**src/rtl/fetch_unit.sv**
```systemverilog
// Instruction-fetch stage: PC register, req/ack fetch from instruction memory and
// valid/ready hand-off to the decoder. Optional perf counters under FETCH_PERF_CNT_EN.
module fetch_unit #(
  parameter logic [31:0] RESET_PC = 32'h0000_0000
) (
  input  logic        clk,
  input  logic        reset,
  output logic        imem_req,
  output logic [31:0] imem_addr,
  input  logic        imem_ack,
  input  logic [31:0] imem_rdata,
  output logic [31:0] instr,
  output logic        instr_valid,
  input  logic        instr_ready,
  output logic [31:0] pc,
  input  logic [1:0]  branch,
  input  logic        jump,
  input  logic        zero,
  input  logic [31:0] signimm,
  output logic [31:0] retired_cnt,
  output logic [31:0] redirect_cnt
);

  typedef enum logic {
    FETCH = 1'b0,
    HOLD  = 1'b1
  } state_e;

  state_e      state_q, state_d;
  logic [31:0] pc_q, pc_d;
  logic [31:0] instr_q, instr_d;
  logic [31:0] pcplus4;
  logic [31:0] pcbranch;
  logic [31:0] pc_next;
  logic        retire;

  // The branch offset is a word offset; its top two bits fall off the shift.
  logic unused_signimm;
  assign unused_signimm = ^signimm[31:30];

  assign pcplus4  = pc_q + 32'd4;
  assign pcbranch = pcplus4 + {signimm[29:0], 2'b00};

  // Jump outranks any branch the decoder might also assert; branch=01 is never taken.
  always_comb begin
    pc_next = pcplus4;
    if (jump) begin
      pc_next = {pcplus4[31:28], instr_q[25:0], 2'b00};
    end else if (branch == 2'b10 && zero) begin
      pc_next = pcbranch;
    end else if (branch == 2'b11 && !zero) begin
      pc_next = pcbranch;
    end
  end

  always_ff @(posedge clk) begin
    if (reset) begin
      state_q <= FETCH;
      pc_q    <= RESET_PC;
      instr_q <= '0;
    end else begin
      state_q <= state_d;
      pc_q    <= pc_d;
      instr_q <= instr_d;
    end
  end

  always_comb begin
    state_d     = state_q;
    pc_d        = pc_q;
    instr_d     = instr_q;
    imem_req    = 1'b0;
    instr_valid = 1'b0;
    retire      = 1'b0;
    unique case (state_q)
      FETCH: begin
        imem_req = 1'b1;
        if (imem_ack) begin
          instr_d = imem_rdata;
          state_d = HOLD;
        end
      end
      HOLD: begin
        instr_valid = 1'b1;
        if (instr_ready) begin
          retire  = 1'b1;
          pc_d    = pc_next;
          state_d = FETCH;
        end
      end
      default: state_d = FETCH;
    endcase
  end

  assign imem_addr = pc_q;
  assign pc        = pc_q;
  assign instr     = instr_q;

`ifdef FETCH_PERF_CNT_EN
  logic [31:0] retired_q;
  logic [31:0] redirect_q;

  always_ff @(posedge clk) begin
    if (reset) begin
      retired_q  <= '0;
      redirect_q <= '0;
    end else if (retire) begin
      retired_q <= retired_q + 32'd1;
      if (pc_next != pcplus4) begin
        redirect_q <= redirect_q + 32'd1;
      end
    end
  end

  assign retired_cnt  = retired_q;
  assign redirect_cnt = redirect_q;
`else
  logic unused_retire;
  assign unused_retire = retire;
  assign retired_cnt   = '0;
  assign redirect_cnt  = '0;
`endif

endmodule

```
**config.mk**
```make
export PLATFORM = sky130hd
export DESIGN_NAME = fetch_unit
export DESIGN_NICKNAME = d
export VERILOG_FILES = /design/src/rtl/fetch_unit.sv
export SDC_FILE = /design/constraint.sdc
export NUM_CORES = 1
export LEC_CHECK = 0
export ABC_AREA = 0
export CAP_MARGIN = 20
export CORE_ASPECT_RATIO = 0.5
export CORE_MARGIN = 2
export CORE_UTILIZATION = 34
export CTS_CLUSTER_SIZE = 20
export DETAILED_ROUTE_END_ITERATION = 8
export PLACE_DENSITY = 0.69
export SLEW_MARGIN = 5
export SYNTH_ARGS = -nofsm -noshare
export SYNTH_HDL_FRONTEND = slang
export SYNTH_SLANG_ARGS = --single-unit
```
**constraint.sdc**
```tcl
create_clock -name clk -period 4.1 [get_ports clk]
set_input_delay 0.41 -clock clk [delete_from_list [all_inputs] [get_ports clk]]
set_output_delay 0.41 -clock clk [all_outputs]
set_load 0.02 [all_outputs]
```
==> impl_metrics.env, run 1 <==
export IMPL_ir_drop_mv=0.1681
export IMPL_crit_buf_inv=0
export IMPL_place_gp_congestion=0.9044
export IMPL_path_cells="and4_4 > nand4_4 > or2_4 > or4_4 > nor2_4 > xnor2_1 > ha_1 > nand3_2 > or4_4 > o211a_1 > nor3_2 > mux2i_1 > mux2_1"
export IMPL_post_place_ws_ns=0.02997
export IMPL_ant_nets=0
export IMPL_cts_tree="built"
export IMPL_end_kind="register"
export IMPL_setup_viol=0
export IMPL_tightest_slew_ns=1.052
export IMPL_cpLargestDelayFamily="simple AND/OR/NAND/NOR gates"
export IMPL_synth_seq_cells=63
export IMPL_synth_area_sq_um=5573
export IMPL_grt_pass1_wl_um=27870
export IMPL_hold_ws_ns=0.4587
export IMPL_grt_overflow_total=0
export IMPL_nFillCells=1592
export IMPL_slowest_delay_ns=0.58
export IMPL_synth_ff_type="dfxtp_1"
export IMPL_dieWidth_um=185.1
export IMPL_finalWirelength_um=18010
export IMPL_layout_setup_ws_ns=0.1466
export IMPL_hold_class="reg -> reg"
export IMPL_cpMaxStageDelayCell="or4_4"
export IMPL_diodes=0
export IMPL_first_pass_iters=6
export IMPL_clk_latency_ns=0.33
export IMPL_synth_seq_area_share=0.2263
export IMPL_cts_buffers=9
export IMPL_cp_max_fo=4
export IMPL_grt_antenna_before_repair=0
export IMPL_drive_gt1_frac=0.09389
export IMPL_yosysWarnings=0
export IMPL_rr_startpoint="imem_addr[11]"
export IMPL_netlist_instances=759
export IMPL_htreeDepth=3
export IMPL_leakage_uw=0.003127
export IMPL_drt_initial_drc_count=418
export IMPL_route_detailed_drc=0
export IMPL_pin_count=234
export IMPL_rows=33
export IMPL_crit_top_cell="or4_4"
export IMPL_cp_data_required_time_ns=4.30
export IMPL_cp_startpoint="imem_addr[11]"
export IMPL_min_period_over_period=0.9643
export IMPL_fin_nets=1021
export IMPL_avgSynthCellArea_sq_um=7.342
export IMPL_die_h_um=94.53
export IMPL_slew_viol_final=0
export IMPL_clock_path_buffers=2
export IMPL_relSlewSlack=0.2963
export IMPL_cp_start_kind="register"
export IMPL_coreArea_sq_um=16190
export IMPL_tns_ns=0
export IMPL_hold_viol=0
export IMPL_dp_cells=1126
export IMPL_hp_start="instr[28]"
export IMPL_dieArea_sq_um=17490
export IMPL_clkSinkCount=63
export IMPL_skew_ns=0.006667
export IMPL_min_period_ns=3.953
export IMPL_syn_to_final_growth_pct=36.53
export IMPL_path_class="reg -> reg"
export IMPL_vias_per_cell=5.014
export IMPL_p_per_area_nw_per_um2=261.7
export IMPL_initial_core_util=0.3443
export IMPL_instances_no_fill=1143
export IMPL_clk_pin_slew_ns=0.05
export IMPL_worstPathArrival_ns=4.16
export IMPL_grt_pass1_vias=5426
export IMPL_grt_usage=0.2014
export IMPL_io_buffer_count=163
export IMPL_fmax_mhz=252.9
export IMPL_status="complete, no violations"
export IMPL_cap_violations=0
export IMPL_synth_edf_count=0
export IMPL_async_reset_ff_frac=0
export IMPL_hpwlAfterDp_um=14110
export IMPL_vias=5731
export IMPL_synth_cell_types=64
export IMPL_post_drt_wl_per_cell_um=15.75
export IMPL_cts_root_buf="clkbuf_16"
export IMPL_grt_max_degree=35
[placed cells by master (no fill, tap or decap), drive strengths merged, types with 22 or more instances in the layout]
cell and count:
a21oi 66, buf 43, clkdlybuf4s50 162, conb 68
dfxtp 63, ha 37, nand2 121, nand3 29
nor2 54, nor3 22, o21ai 41, xnor2 30
[power by group]
| group | leakage [uW] | switching, uW | total, uW | internal [uW] |
|---|---|---|---|---|
| Sequential | 0.000515 | 31.0 | 675 | 644 |
| Clock | 0.000136 | 265 | 704 | 440 |
| Combinational | 0.00248 | 350 | 613 | 262 |
| Total | 0.00313 | 646 | 1990 | 1350 |
[per-stage QoR]
| stage | power (uW) | area [sq um] | util |
|---|---|---|---|
| CTS | 1991 | 7486 | 0.4625 |
| global placement | 1278 | 7188 | 0.4441 |
| detailed placement | 1282 | 7188 | 0.4441 |
| global route | 2090 | 7609 | 0.4701 |
| floorplan | 1094 | 5832 | - |
| finish | 1991 | 7609 | 0.4701 |
[state kept, by name, summed over array words and instances (netlist names)]
signal / flops
state_q: 1
instr: 32
imem_addr: 30
[synthesized netlist by cell type (3+ instances only)]
| library cell | n | share of area |
|---|---|---|
| a211oi_1 | 12 | 0.016 |
| a21o_1 | 16 | 0.022 |
| a21oi_1 | 66 | 0.059 |
| a221oi_1 | 3 | 0.0047 |
| a22oi_1 | 3 | 0.0040 |
| a31oi_1 | 6 | 0.0067 |
| and2_1 | 3 | 0.0034 |
| and3_1 | 5 | 0.0056 |
| buf_1 | 3 | 0.0020 |
| buf_4 | 99 | 0.13 |
| clkbuf_1 | 28 | 0.019 |
| dfxtp_1 | 63 | 0.23 |
| ha_1 | 37 | 0.083 |
| inv_1 | 12 | 0.0081 |
| mux2i_1 | 4 | 0.0072 |
| nand2_1 | 121 | 0.082 |
| nand2b_1 | 3 | 0.0034 |
| nand3_1 | 29 | 0.026 |
| nand4_1 | 6 | 0.0067 |
| nor2_1 | 54 | 0.036 |
| nor2b_1 | 4 | 0.0045 |
| nor3_1 | 22 | 0.020 |
| o211a_1 | 3 | 0.0054 |
| o211ai_1 | 9 | 0.012 |
| o21a_1 | 5 | 0.0067 |
| o21ai_0 | 40 | 0.036 |
| o21bai_1 | 6 | 0.0081 |
| o22ai_1 | 3 | 0.0034 |
| o31ai_1 | 8 | 0.011 |
| xnor2_1 | 30 | 0.047 |
| xor2_1 | 19 | 0.030 |
[cell type report]
type | instances | area (sq um) | share of cell area
clock buffer | 13 | 260.3 | 0.03420
clock inverter | 3 | 17.52 | 0.002302
inverter | 12 | 45.04 | 0.005920
multi-input combinational | 620 | 3776 | 0.4963
sequential | 63 | 1264 | 0.1661
tap | 227 | 284.0 | 0.03733
timing repair buffer | 205 | 1962 | 0.2579
[layer usage]
metal / wire length, um / global-route usage / up-vias
li1: - / - / 2807
met5: 0 / 0 / -
met1: 7973 / 0.2623 / 2655
met2: 8474 / 0.3414 / 241
met4: 367 / 0.06349 / 0
met3: 1190 / 0.03471 / 28
[worst reg2reg max path, stage by stage (launching register included)]
cell and delay, ns:
dfxtp_1 0.34, and4_4 0.28, nand4_4 0.14, or2_4 0.29, or4_4 0.58, nor2_4 0.13, xnor2_1 0.09, ha_1 0.31
nand3_2 0.10, or4_4 0.55, o211a_1 0.24, nor3_2 0.20, mux2i_1 0.24, mux2_1 0.35
[kinds of logic (layout without fill, tap and decap cells)]
family | count (synthesis) | in the layout | share of synthesized area
AO/OA/AOI/OAI | 200 | 200 | 0.2279
XOR/XNOR | 49 | 49 | 0.07701
adder cells (fa/ha/maj) | 38 | 38 | 0.08666
buffers and inverters | 143 | 233 | 0.1632
flip-flops | 63 | 63 | 0.2263
multiplexers | 5 | 5 | 0.009205
other | 1 | 68 | 0.0006729
AND/OR/NAND/NOR | 260 | 260 | 0.2090
[timing repair]
| action | 4_1_cts | 5_1_grt |
|---|---|---|
| gates resized for setup | 3 | 16 |
| endpoints found under the setup margin | 1 | 2 |
| hold buffers | 0 | 0 |
| setup buffers | 0 | 0 |
| pin swaps | 0 | 0 |
[path summary, 6_finish.rpt]
check | cells after the start | slack [ns] | end
setup / recovery | 13 | 0.15 | imem_addr[31]
hold / removal | 2 | 0.46 | instr[28]
setup reg to reg | 13 | 0.15 | imem_addr[31]
hold reg to reg | 2 | 0.46 | instr[28]
(Power assumes the default switching activity.)
==> run 2, diff against run 1 <==
--- a/config.mk
+++ b/config.mk
@@ -9,10 +9,10 @@
 export CAP_MARGIN = 20
 export CORE_ASPECT_RATIO = 0.5
 export CORE_MARGIN = 2
-export CORE_UTILIZATION = 34
+export CORE_UTILIZATION = 40
 export CTS_CLUSTER_SIZE = 20
 export DETAILED_ROUTE_END_ITERATION = 8
-export PLACE_DENSITY = 0.69
+export PLACE_DENSITY = 0.79
 export SLEW_MARGIN = 5
 export SYNTH_ARGS = -nofsm -noshare
 export SYNTH_HDL_FRONTEND = slang
==> run 2 against run 1 <==
Critical path depth did not move. Clock skew is 0.0019 ns lower. Via count grew 0.92%. Utilization increased by 8.3 points. Power shrank 1.3%. Clock power fell by 3%. Sequential share of layout area grew 0.22 points. Sequential power about the same. Combinational power down 1%. First-iteration DRC count is 21% lower. Die area shrank 15%. Flip-flop and latch count unchanged. Largest cell class unchanged.
==> impl_metrics.env, run 2 (synthesized netlist as in run 1, its figures left out) <==
export IMPL_grt_use_met1=0.2823
export IMPL_min_period_ns=3.859
export IMPL_clk_pin_slew_ns=0.05
export IMPL_place_area_sq_um=7152
export IMPL_htreeDepth=3
export IMPL_coreArea_sq_um=13590
export IMPL_hold_buffers=0
export IMPL_post_place_ws_ns=-0.06481
export IMPL_clock_path_buffers=2
export IMPL_final_util=0.5528
export IMPL_grt_antenna_before_repair=0
export IMPL_crit_top_cell="or4_4"
export IMPL_dieWidth_um=170.9
export IMPL_cts_buffers=9
export IMPL_reg2reg_depth=13
export IMPL_dieArea_sq_um=14950
export IMPL_p_switching_uw=629.1
export IMPL_rsz0062_at_grt="false"
export IMPL_fin_nets=1021
export IMPL_leakage_uw=0.003108
export IMPL_pin_count=234
export IMPL_setup_viol=0
export IMPL_finalWirelength_um=17380
export IMPL_clk_latency_ns=0.32
export IMPL_ant_nets=0
export IMPL_route_detailed_drc=0
export IMPL_power_clock_fraction=0.348
export IMPL_layout_setup_ws_ns=0.2410
export IMPL_place_gp_congestion=0.8998
export IMPL_ir_drop_mv=0.1778
export IMPL_cpMaxStageDelayCell="or4_4"
export IMPL_final_common_cell="clkdlybuf4s50_1"
export IMPL_multi_input_area_sq_um=3747
export IMPL_drive_gt1_frac=0.08643
export IMPL_slowest_delay_ns=0.58
export IMPL_cap_violations=0
export IMPL_drt_initial_drc_count=329
export IMPL_mostFrequentLayoutCells="clkdlybuf4s50_1, nand2_1, conb_1, a21oi_1, dfxtp_1"
export IMPL_worstPathArrival_ns=4.07
export IMPL_largest_reg_flops=32
export IMPL_hpwlAfterDp_um=13610
export IMPL_path_class="reg -> reg"
export IMPL_post_drt_wl_per_cell_um=15.71
export IMPL_grt_pass1_wl_um=26720
export IMPL_tightest_slew_ns=1.074
export IMPL_first_pass_iters=5
export IMPL_pwr_share_comb=0.309
export IMPL_internal_power_uw=1336
export IMPL_cp_max_fo=4
export IMPL_cts_root_buf="clkbuf_16"
export IMPL_vias_per_cell=5.230
export IMPL_fmax_mhz=259.1
export IMPL_path_cells="and4_4 > nand4_4 > or2_4 > or4_4 > nor2_4 > xnor2_1 > ha_1 > nand3_1 > or4_4 > o211a_1 > nor3_2 > mux2i_1 > mux2_1"
export IMPL_io_buffer_count=163
export IMPL_worstHoldPathCells=2
export IMPL_post_cts_buffers=0
export IMPL_swShare=0.3201
export IMPL_rows=30
export IMPL_seq_area_sq_um=1264
export IMPL_clkSinkCount=63
export IMPL_p_per_area_nw_per_um2=261.6
export IMPL_slew_viol_final=0
export IMPL_grt_usage=0.2246
export IMPL_cp_start_kind="register"
export IMPL_use_met2=0.3975
export IMPL_top_usage_layer="met2"
export IMPL_die_h_um=87.47
export IMPL_hold_viol=0
export IMPL_cts_tree="built"
export IMPL_stdcell_area_sq_um=7511
export IMPL_initial_core_util=0.4101
export IMPL_cp_data_required_time_ns=4.31
export IMPL_nFillCells=1274
export IMPL_syn_to_final_growth_pct=34.78
export IMPL_diodes=0
export IMPL_seqPwrFrac=0.343
export IMPL_grt_overflow_total=0
export IMPL_status="complete, no violations"
export IMPL_finalPower_uw=1965
export IMPL_relSlewSlack=0.2825
export IMPL_skew_ns=0.004784
export IMPL_end_kind="register"
export IMPL_hold_ws_ns=0.3572
export IMPL_met3_usage=0.03726
export IMPL_min_period_over_period=0.9412
export IMPL_vias=5784
export IMPL_hold_class="in -> reg"
export IMPL_grt_pass1_vias=5473
export IMPL_grt_max_degree=47
[run 2: cell count changes in the layout (fill, tap and decap cells not counted), sizes merged]
cell	previous run	this run
clkinvlp	1	0
clkinv	2	1
[run 2: per-layer routing]
layer,share of wire,vias to the layer above
li1,-,2809
met4,0.018,0
met2,0.48,255
met1,0.44,2692
met5,0,-
met3,0.063,28
[run 2: worst max-delay path: cells and delay by family, from the launching register on]
kind	cells	cell delay (ns)
compound gates	1	0.22
xor+xnor	1	0.09
fa+ha+maj	1	0.30
flops	1	0.33
mux	2	0.56
simple gates	8	2.24
[run 2: power by group through the flow]
stage,registers (uW),clock network [uW],logic (uW)
3_5_place_dp,685,0,591
6_report,673,685,607
4_1_cts,673,693,596
5_1_grt,677,723,658
2_1_floorplan,720,0,374
3_3_place_gp,683,0,582
[run 2: per-stage QoR]
stage | cells | setup TNS, ns
after floorplan | 826 | 0
after global placement | 1090 | 0
after detailed placement | 1091 | -0.06481
after CTS | 1105 | 0
after global routing | 1106 | 0
final | 1106 | 0
[run 2: layout make-up]
class / instances / area share
multi-input combinational: 620 / 0.4989
clock buffer: 13 / 0.03465
clock inverter: 1 / 0.0006663
timing repair buffer: 205 / 0.2595
sequential: 63 / 0.1682
tap: 192 / 0.03198
inverter: 12 / 0.005997
[run 2: repair_timing]
| item | 4_1_cts | 5_1_grt |
|---|---|---|
| pin swaps | 0 | 4 |
| endpoints found under the setup margin | 1 | 3 |
| gates resized for setup | 3 | 11 |
[run 2: worst paths after layout]
path / startpoint / to / slack, ns
max: imem_addr[11] / imem_addr[31] / 0.24
min: reset / instr[11] / 0.36
max reg2reg: imem_addr[11] / imem_addr[31] / 0.24
min reg2reg: instr[29] / instr[29] / 0.45
